==> config.mk <==
export PLATFORM = sky130hd
export DESIGN_NAME = timer_input_control_flat
export DESIGN_NICKNAME = d
export VERILOG_FILES = /design/src/rtl/timer_input_control_if.sv /design/src/rtl/timer_input_control.sv /design/src/flat_wrapper.sv
export SDC_FILE = /design/constraint.sdc
export NUM_CORES = 1
export LEC_CHECK = 0
export ABC_AREA = 1
export CAP_MARGIN = 20
export CORE_AREA = 2 2 69 51
export DETAILED_ROUTE_END_ITERATION = 16
export DIE_AREA = 0 0 71 53
export PLACE_DENSITY = 0.81
export RECOVER_POWER = 100
export SLEW_MARGIN = 40
export SYNTH_ARGS = -nofsm -noshare
export SYNTH_HDL_FRONTEND = slang
export SYNTH_SLANG_ARGS = --single-unit
export TNS_END_PERCENT = 5
==> constraint.sdc <==
create_clock -name CLK_100HZ -period 3.8 [get_ports CLK_100HZ]
set_clock_uncertainty 0.1 [all_clocks]
set_input_delay 0.57 -clock CLK_100HZ [delete_from_list [all_inputs] [get_ports CLK_100HZ]]
set_output_delay 0.57 -clock CLK_100HZ [all_outputs]
set_load 0.1 [all_outputs]
==> src/rtl/timer_input_control_if.sv <==
// Keypad/timer bundle between the microwave keypad front end and its users.
// The front end drives D, LOAD_N and CLK_1HZ; the keypad side drives KPAD and EN_N.
interface timer_input_control_if;
  logic [9:0] KPAD;
  logic       EN_N;
  logic [3:0] D;
  logic       LOAD_N;
  logic       CLK_1HZ;

  modport master (
    output KPAD,
    output EN_N,
    input  D,
    input  LOAD_N,
    input  CLK_1HZ
  );

  modport slave (
    input  KPAD,
    input  EN_N,
    output D,
    output LOAD_N,
    output CLK_1HZ
  );
endinterface

==> src/rtl/timer_input_control.sv <==
// Keypad sync/debounce/priority encode with load strobe, plus the 1 Hz divider.
// All state lives in the CLK_100HZ domain and clears on synchronous RST.
module timer_input_control #(
  parameter int DIV             = 100,
  parameter int DEBOUNCE_CYCLES = 4
) (
  input logic                  CLK_100HZ,
  input logic                  RST,
  timer_input_control_if.slave io
);
  localparam int HALF = DIV / 2;
  localparam int DW   = (HALF > 1) ? $clog2(HALF) : 1;
  localparam int CW   = (DEBOUNCE_CYCLES > 1) ? $clog2(DEBOUNCE_CYCLES) : 1;
  localparam logic [DW-1:0] DMAX = DW'(HALF - 1);
  localparam logic [CW-1:0] CMAX = CW'(DEBOUNCE_CYCLES - 1);

  logic [9:0]    s1_q, s2_q;
  logic [4:0]    key;
  logic [4:0]    cand_q, cand_d;
  logic [CW-1:0] cnt_q, cnt_d;
  logic [4:0]    acc_q, acc_d;
  logic          evt_q, evt_d;
  logic [3:0]    d_q, d_d;
  logic          load_n_q, load_n_d;
  logic [DW-1:0] div_q, div_d;
  logic          clk1_q, clk1_d;

  // {valid, code}; higher index overrides, so key 9 wins
  always_comb begin
    key = '0;
    for (int i = 0; i < 10; i++) begin
      if (s2_q[i]) key = {1'b1, 4'(i)};
    end
  end

  always_comb begin
    cand_d = cand_q;
    cnt_d  = cnt_q;
    acc_d  = acc_q;
    if (key != cand_q) begin
      cand_d = key;
      cnt_d  = '0;
    end else begin
      if (cnt_q != CMAX) cnt_d = cnt_q + 1'b1;
      if (cnt_d == CMAX) acc_d = cand_q;
    end
    evt_d = acc_d[4] && (acc_d != acc_q);
  end

  // Events seen while disabled are simply dropped
  always_comb begin
    load_n_d = 1'b1;
    d_d      = d_q;
    if (evt_q && !io.EN_N) begin
      load_n_d = 1'b0;
      d_d      = acc_q[3:0];
    end
  end

  always_comb begin
    div_d  = div_q + 1'b1;
    clk1_d = clk1_q;
    if (div_q == DMAX) begin
      div_d  = '0;
      clk1_d = !clk1_q;
    end
  end

  always_ff @(posedge CLK_100HZ) begin
    if (RST) begin
      s1_q     <= '0;
      s2_q     <= '0;
      cand_q   <= '0;
      cnt_q    <= '0;
      acc_q    <= '0;
      evt_q    <= 1'b0;
      d_q      <= '0;
      load_n_q <= 1'b1;
      div_q    <= '0;
      clk1_q   <= 1'b0;
    end else begin
      s1_q     <= io.KPAD;
      s2_q     <= s1_q;
      cand_q   <= cand_d;
      cnt_q    <= cnt_d;
      acc_q    <= acc_d;
      evt_q    <= evt_d;
      d_q      <= d_d;
      load_n_q <= load_n_d;
      div_q    <= div_d;
      clk1_q   <= clk1_d;
    end
  end

  assign io.D       = d_q;
  assign io.LOAD_N  = load_n_q;
  assign io.CLK_1HZ = clk1_q;
endmodule

==> src/flat_wrapper.sv <==
// flat-port wrapper written by rule: the top's interface ports become plain ports
module timer_input_control_flat 
#(
  parameter int DIV             = 100,
  parameter int DEBOUNCE_CYCLES = 4
)
  (CLK_100HZ, RST, io_KPAD, io_EN_N, io_D, io_LOAD_N, io_CLK_1HZ);
  timer_input_control_if io_i ();
  input logic CLK_100HZ;
  input logic RST;
  input wire logic [$bits(io_i.KPAD)-1:0] io_KPAD;
  input wire logic [$bits(io_i.EN_N)-1:0] io_EN_N;
  output wire logic [$bits(io_i.D)-1:0] io_D;
  output wire logic [$bits(io_i.LOAD_N)-1:0] io_LOAD_N;
  output wire logic [$bits(io_i.CLK_1HZ)-1:0] io_CLK_1HZ;
  assign io_i.KPAD = io_KPAD;
  assign io_i.EN_N = io_EN_N;
  assign io_D = io_i.D;
  assign io_LOAD_N = io_i.LOAD_N;
  assign io_CLK_1HZ = io_i.CLK_1HZ;
  timer_input_control #(.DIV(DIV), .DEBOUNCE_CYCLES(DEBOUNCE_CYCLES)) u_core (.CLK_100HZ(CLK_100HZ), .RST(RST), .io(io_i));
endmodule
======== Word-level counts from Yosys, hierarchy flattened ========
Index checks and enable logic that the tools add are counted.
storage, ports and cells
  flip-flop bits (word level) ............. 45
  logic and storage cells ................. 38
cells by class
  mux-type cells .......................... 15
  eq/ne operators ......................... 5
  add/sub/neg operators ................... 2
  reductions and logical operators ........ 6
operator list
  cell                                                           count
  5-bit two-way mux                                              12
  5-bit != test                                                  2
  6-bit by 1-bit adder with 6-bit output, second input constant  1
  6-bit == test, second input constant                           1
  2-bit two-way mux                                              2
  2-bit OR reduction                                             2
  2-bit by 1-bit adder with 2-bit output, second input constant  1
  2-bit == test, second input constant                           1
  1-bit logical AND                                              2
  1-bit zero test                                                2
  2-bit != test, second input constant                           1
  1-bit two-way mux                                              1

======== Depth between registers and ports, before layout ========
  depth in word-level cells ............... 17
  depth in mapped cells ................... 18

======== Worst setup path after synthesis ========
OpenSTA, ideal clock, no wires.
  path kind ............................... register to register
  start ................................... register u_core.s2_q[9]
  end ..................................... register u_core.evt_q
  clock period less this slack ............ 1.660 ns
  arrival ................................. 1.504 ns
  library setup time ...................... 0.056 ns
  stages on the path, launching flop included .. 16
  slack ................................... 2.140 ns
  path through ............................ dfxtp_1 > nor2_4 > nand3_2 > nor2_2 > nor2_1 > nor2_1 > nand2_1 > nor2_4 > nand3_4 > nor2_4 > nand2_1 > nand2_1 > nand2_1 > nand3_1 > nand2_1 > inv_1
between the ends
  word-level cells in the longest chain between the ends .. 5
ends and longest elaborated chain
  what                    line                       RTL
  from (decl)             timer_input_control.sv:17  logic [9:0] s1_q, s2_q;
  from (signal assigned)  timer_input_control.sv:83  s2_q <= s1_q;
  5-bit two-way mux (*)   timer_input_control.sv:32  if (s2_q[i]) key = {1'b1, 4'(i)};
  5-bit != test (*)       timer_input_control.sv:40  if (key != cand_q) begin
  5-bit two-way mux (*)   timer_input_control.sv:40
  5-bit != test           timer_input_control.sv:47  evt_d = acc_d[4] && (acc_d != acc_q);
  1-bit logical AND (*)   timer_input_control.sv:47
  to (signal assigned)    timer_input_control.sv:87  evt_q <= evt_d;
  to (decl)               timer_input_control.sv:22  logic evt_q, evt_d;
Mark *: on every way between the ends. The rest lies on a longest branch, timed or not.
A chain may end at the register's enable or synchronous reset.

======== Worst setup path in the final report ========
  start ................................... input port RST
  end ..................................... register u_core.div_q[5]
between the ends
  word-level cells in the longest chain between the ends .. 1
ends and longest elaborated chain
  what                                 line                       RTL
  from (decl)                          flat_wrapper.sv:10         input logic RST;
  2-bit OR reduction (no source line)  -
  to (signal assigned)                 timer_input_control.sv:90  div_q <= div_d;
  to (decl)                            timer_input_control.sv:25  logic [DW-1:0] div_q, div_d;
Every way passes these cells.

==> flow_summary.ini <==
[sta]
finalHoldViolations = 0
tightest_slew_ns = 1.186
finalCritPeriodShare_pct = 69.70
rsz0062_at_grt = false
worst_slew_margin_rel_pct = 21.24
fmax_ghz = 0.3776
finalSetupViolCount = 0
maxSlewViolCount = 0
finalWorstSetupSlack_ns = 1.151
final.setup.tns_ns = 0
timing.hold.ws_ns = 0.3024
fin_crit_ns = 2.649

[drt]
drtIter0Drc = 42
drt-pass1-iter-count = 4
wl_um = 2638
viasPerCell = 4.664
drt_drc_violations_left = 0
ant_nets = 0
wl_per_cell_um = 9.224
via_count = 1334

[placement]
portBuffers = 18
place_inst = 278
postPlaceCellArea_um2 = 1914
gp_congestion = 0.8655
dpl.hpwl_um = 1984
post-place-ws_ns = 1.670

[layout]
final_cells = 286
utilization_pct = 65.31
nets = 262
diodes = 0
stdcell_area_um2 = 2014
drive_gt1_share_pct = 6.452
multiInputGateArea_um2 = 654.4
final.fill_count = 264
area.sequential_um2 = 900.9
area_growth_syn_to_layout_pct = 17.09

[floorplan]
rows = 17
coreArea_um2 = 3084
die_x_um = 71
start_util_pct = 55.78
io_pins = 19
die_area_um2 = 3763
die_y_um = 53

[synthesis]
synth_ff_type = dfxtp_1
syn_nets = 239
ys_ff_latch = 45
yosys_warnings = 0
avgSynthCellArea_um2 = 7.680
synth-seq-area-share_pct = 52.36
synth.distinct_cells = 25
ys_async_sr_fraction_pct = 0
synthCells = 224
synth_edf_count = 0
synth.cell_area_um2 = 1720

[grt]
first_global_vias = 1166
grt_use_total_pct = 16.38
antenna_found_initial = 0
overflow = 0
grt_pass1_wl_um = 4747
grt_max_degree = 31

[outcome]
outcome = finished clean

[cts]
clkTransAtPathRegs_ns = 0.08
cts_buffers = 5
post_cts_buffers = 0
cts_hold_buf = 0
post_cts_resized = 0
htreeDepth = 2
cts_buffer_depth = 2
tritoncts = done
root_buffer = clkbuf_8
numClockSinks = 45
clk_latency_ns = 0.29

[critical_path]
worstSetupPathType = in2reg
worstPathRequired_ns = 3.89
path_max_fanout = 30
cp-start-kind = primary input
critPathCaptureType = flip-flop
cp.arrival_ns = 2.74

[hold_path]
holdCritPathClass = reg2reg

[power]
power_leakage_nw = 0.8892
ir_drop_uv = 275.2
p_per_area_nw_per_um2 = 459.9
power_mw = 0.9264

[run]
drv_cap = 0
## worst paths after layout
kind,startpoint,cells past startpoint,slack (ns),to
worst max-delay path,RST,6,1.15,u_core.div_q[5]
worst min-delay path,u_core.s1_q[1],2,0.30,u_core.s2_q[1]
worst max register to register,u_core.s2_q[9],15,1.88,u_core.evt_q
worst min register to register,u_core.s1_q[1],2,0.30,u_core.s2_q[1]
## cell usage after synthesis (2+ instances only)
library cell | instances | area, um^2
dfxtp_1 | 45 | 900.9
nor2_4 | 3 | 33.78
xor2_1 | 3 | 26.28
nand2_1 | 37 | 138.9
nor2_2 | 2 | 12.51
inv_1 | 41 | 153.9
nor2_1 | 47 | 176.4
clkbuf_1 | 2 | 7.510
ha_1 | 2 | 25.02
nor3_1 | 2 | 10.01
nand3_1 | 9 | 45.04
o21ai_1 | 2 | 10.01
a21oi_1 | 10 | 50.05
nand4_1 | 2 | 12.51
o21ai_0 | 7 | 35.03
## kinds of logic (layout without fill, tap and decap cells)
family                   count (synthesis)  count (layout)  synth area share (%)
buffers and inverters                   44              68                 9.600
XOR/XNOR                                 4               4                 2.037
AND/OR/NAND/NOR                        107             107                 27.64
AO/OA/AOI/OAI                           22              22                 6.909
flip-flops                              45              45                 52.36
adder cells (fa/ha/maj)                  2               2                 1.454
## critical path, stage by stage
cell and delay, ns:
clkdlybuf4s50_1 0.45, clkbuf_1 0.86, inv_1 0.38, nand2_1 0.29
a21oi_1 0.07, o21a_1 0.10
## sequential cells by signal, indices dropped and copies added, names as in the netlist
name,flops
u_core.cand_q,5
u_core.io.CLK_1HZ,1
u_core.acc_q,5
u_core.cnt_q,2
u_core.io.D,4
u_core.evt_q,1
u_core.io.LOAD_N,1
u_core.div_q,6
u_core.s1_q,10
u_core.s2_q,10
## cell type report
type,instances,area share [%]
Sequential cell,45,44.72
Multi-Input combinational cell,135,32.48
Inverter,41,7.640
Timing Repair Buffer,19,7.267
Clock buffer,6,3.602
Tap cell,38,2.360
Clock inverter,2,1.925
## routing by layer
layer / part of all wire [%] / vias up / track usage, %
met5: 0 / - / 0
met4: 1.8 / 0 / 6.604
met3: 5.0 / 5 / 5.333
met2: 42 / 24 / 25.55
met1: 51 / 580 / 21.13
li1: - / 725 / -
## layout by cell type, fill, tap and decap left out, types with 2 or more instances in the layout
master | netlist | final
xor2_1 | 3 | 3
a21oi_1 | 10 | 10
nand2_1 | 37 | 37
clkbuf_1 | 2 | 8
nor2_4 | 3 | 3
o21ai_0 | 7 | 8
nor2_2 | 2 | 2
nand4_1 | 2 | 2
clkbuf_8 | 0 | 5
ha_1 | 2 | 2
dfxtp_1 | 45 | 45
nor2_1 | 47 | 47
inv_1 | 41 | 41
nand3_1 | 9 | 9
clkdlybuf4s50_1 | 0 | 12
nor3_1 | 2 | 2
## report_power, final
| part | internal [mW] | switching, mW | total (mW) | leakage (nW) |
|---|---|---|---|---|
| sequential | 0.490 | 0.0104 | 0.500 | 0.369 |
| clock | 0.197 | 0.148 | 0.346 | 0.0554 |
| combinational | 0.0333 | 0.0474 | 0.0807 | 0.465 |
Power figures use the tool's default switching activity.
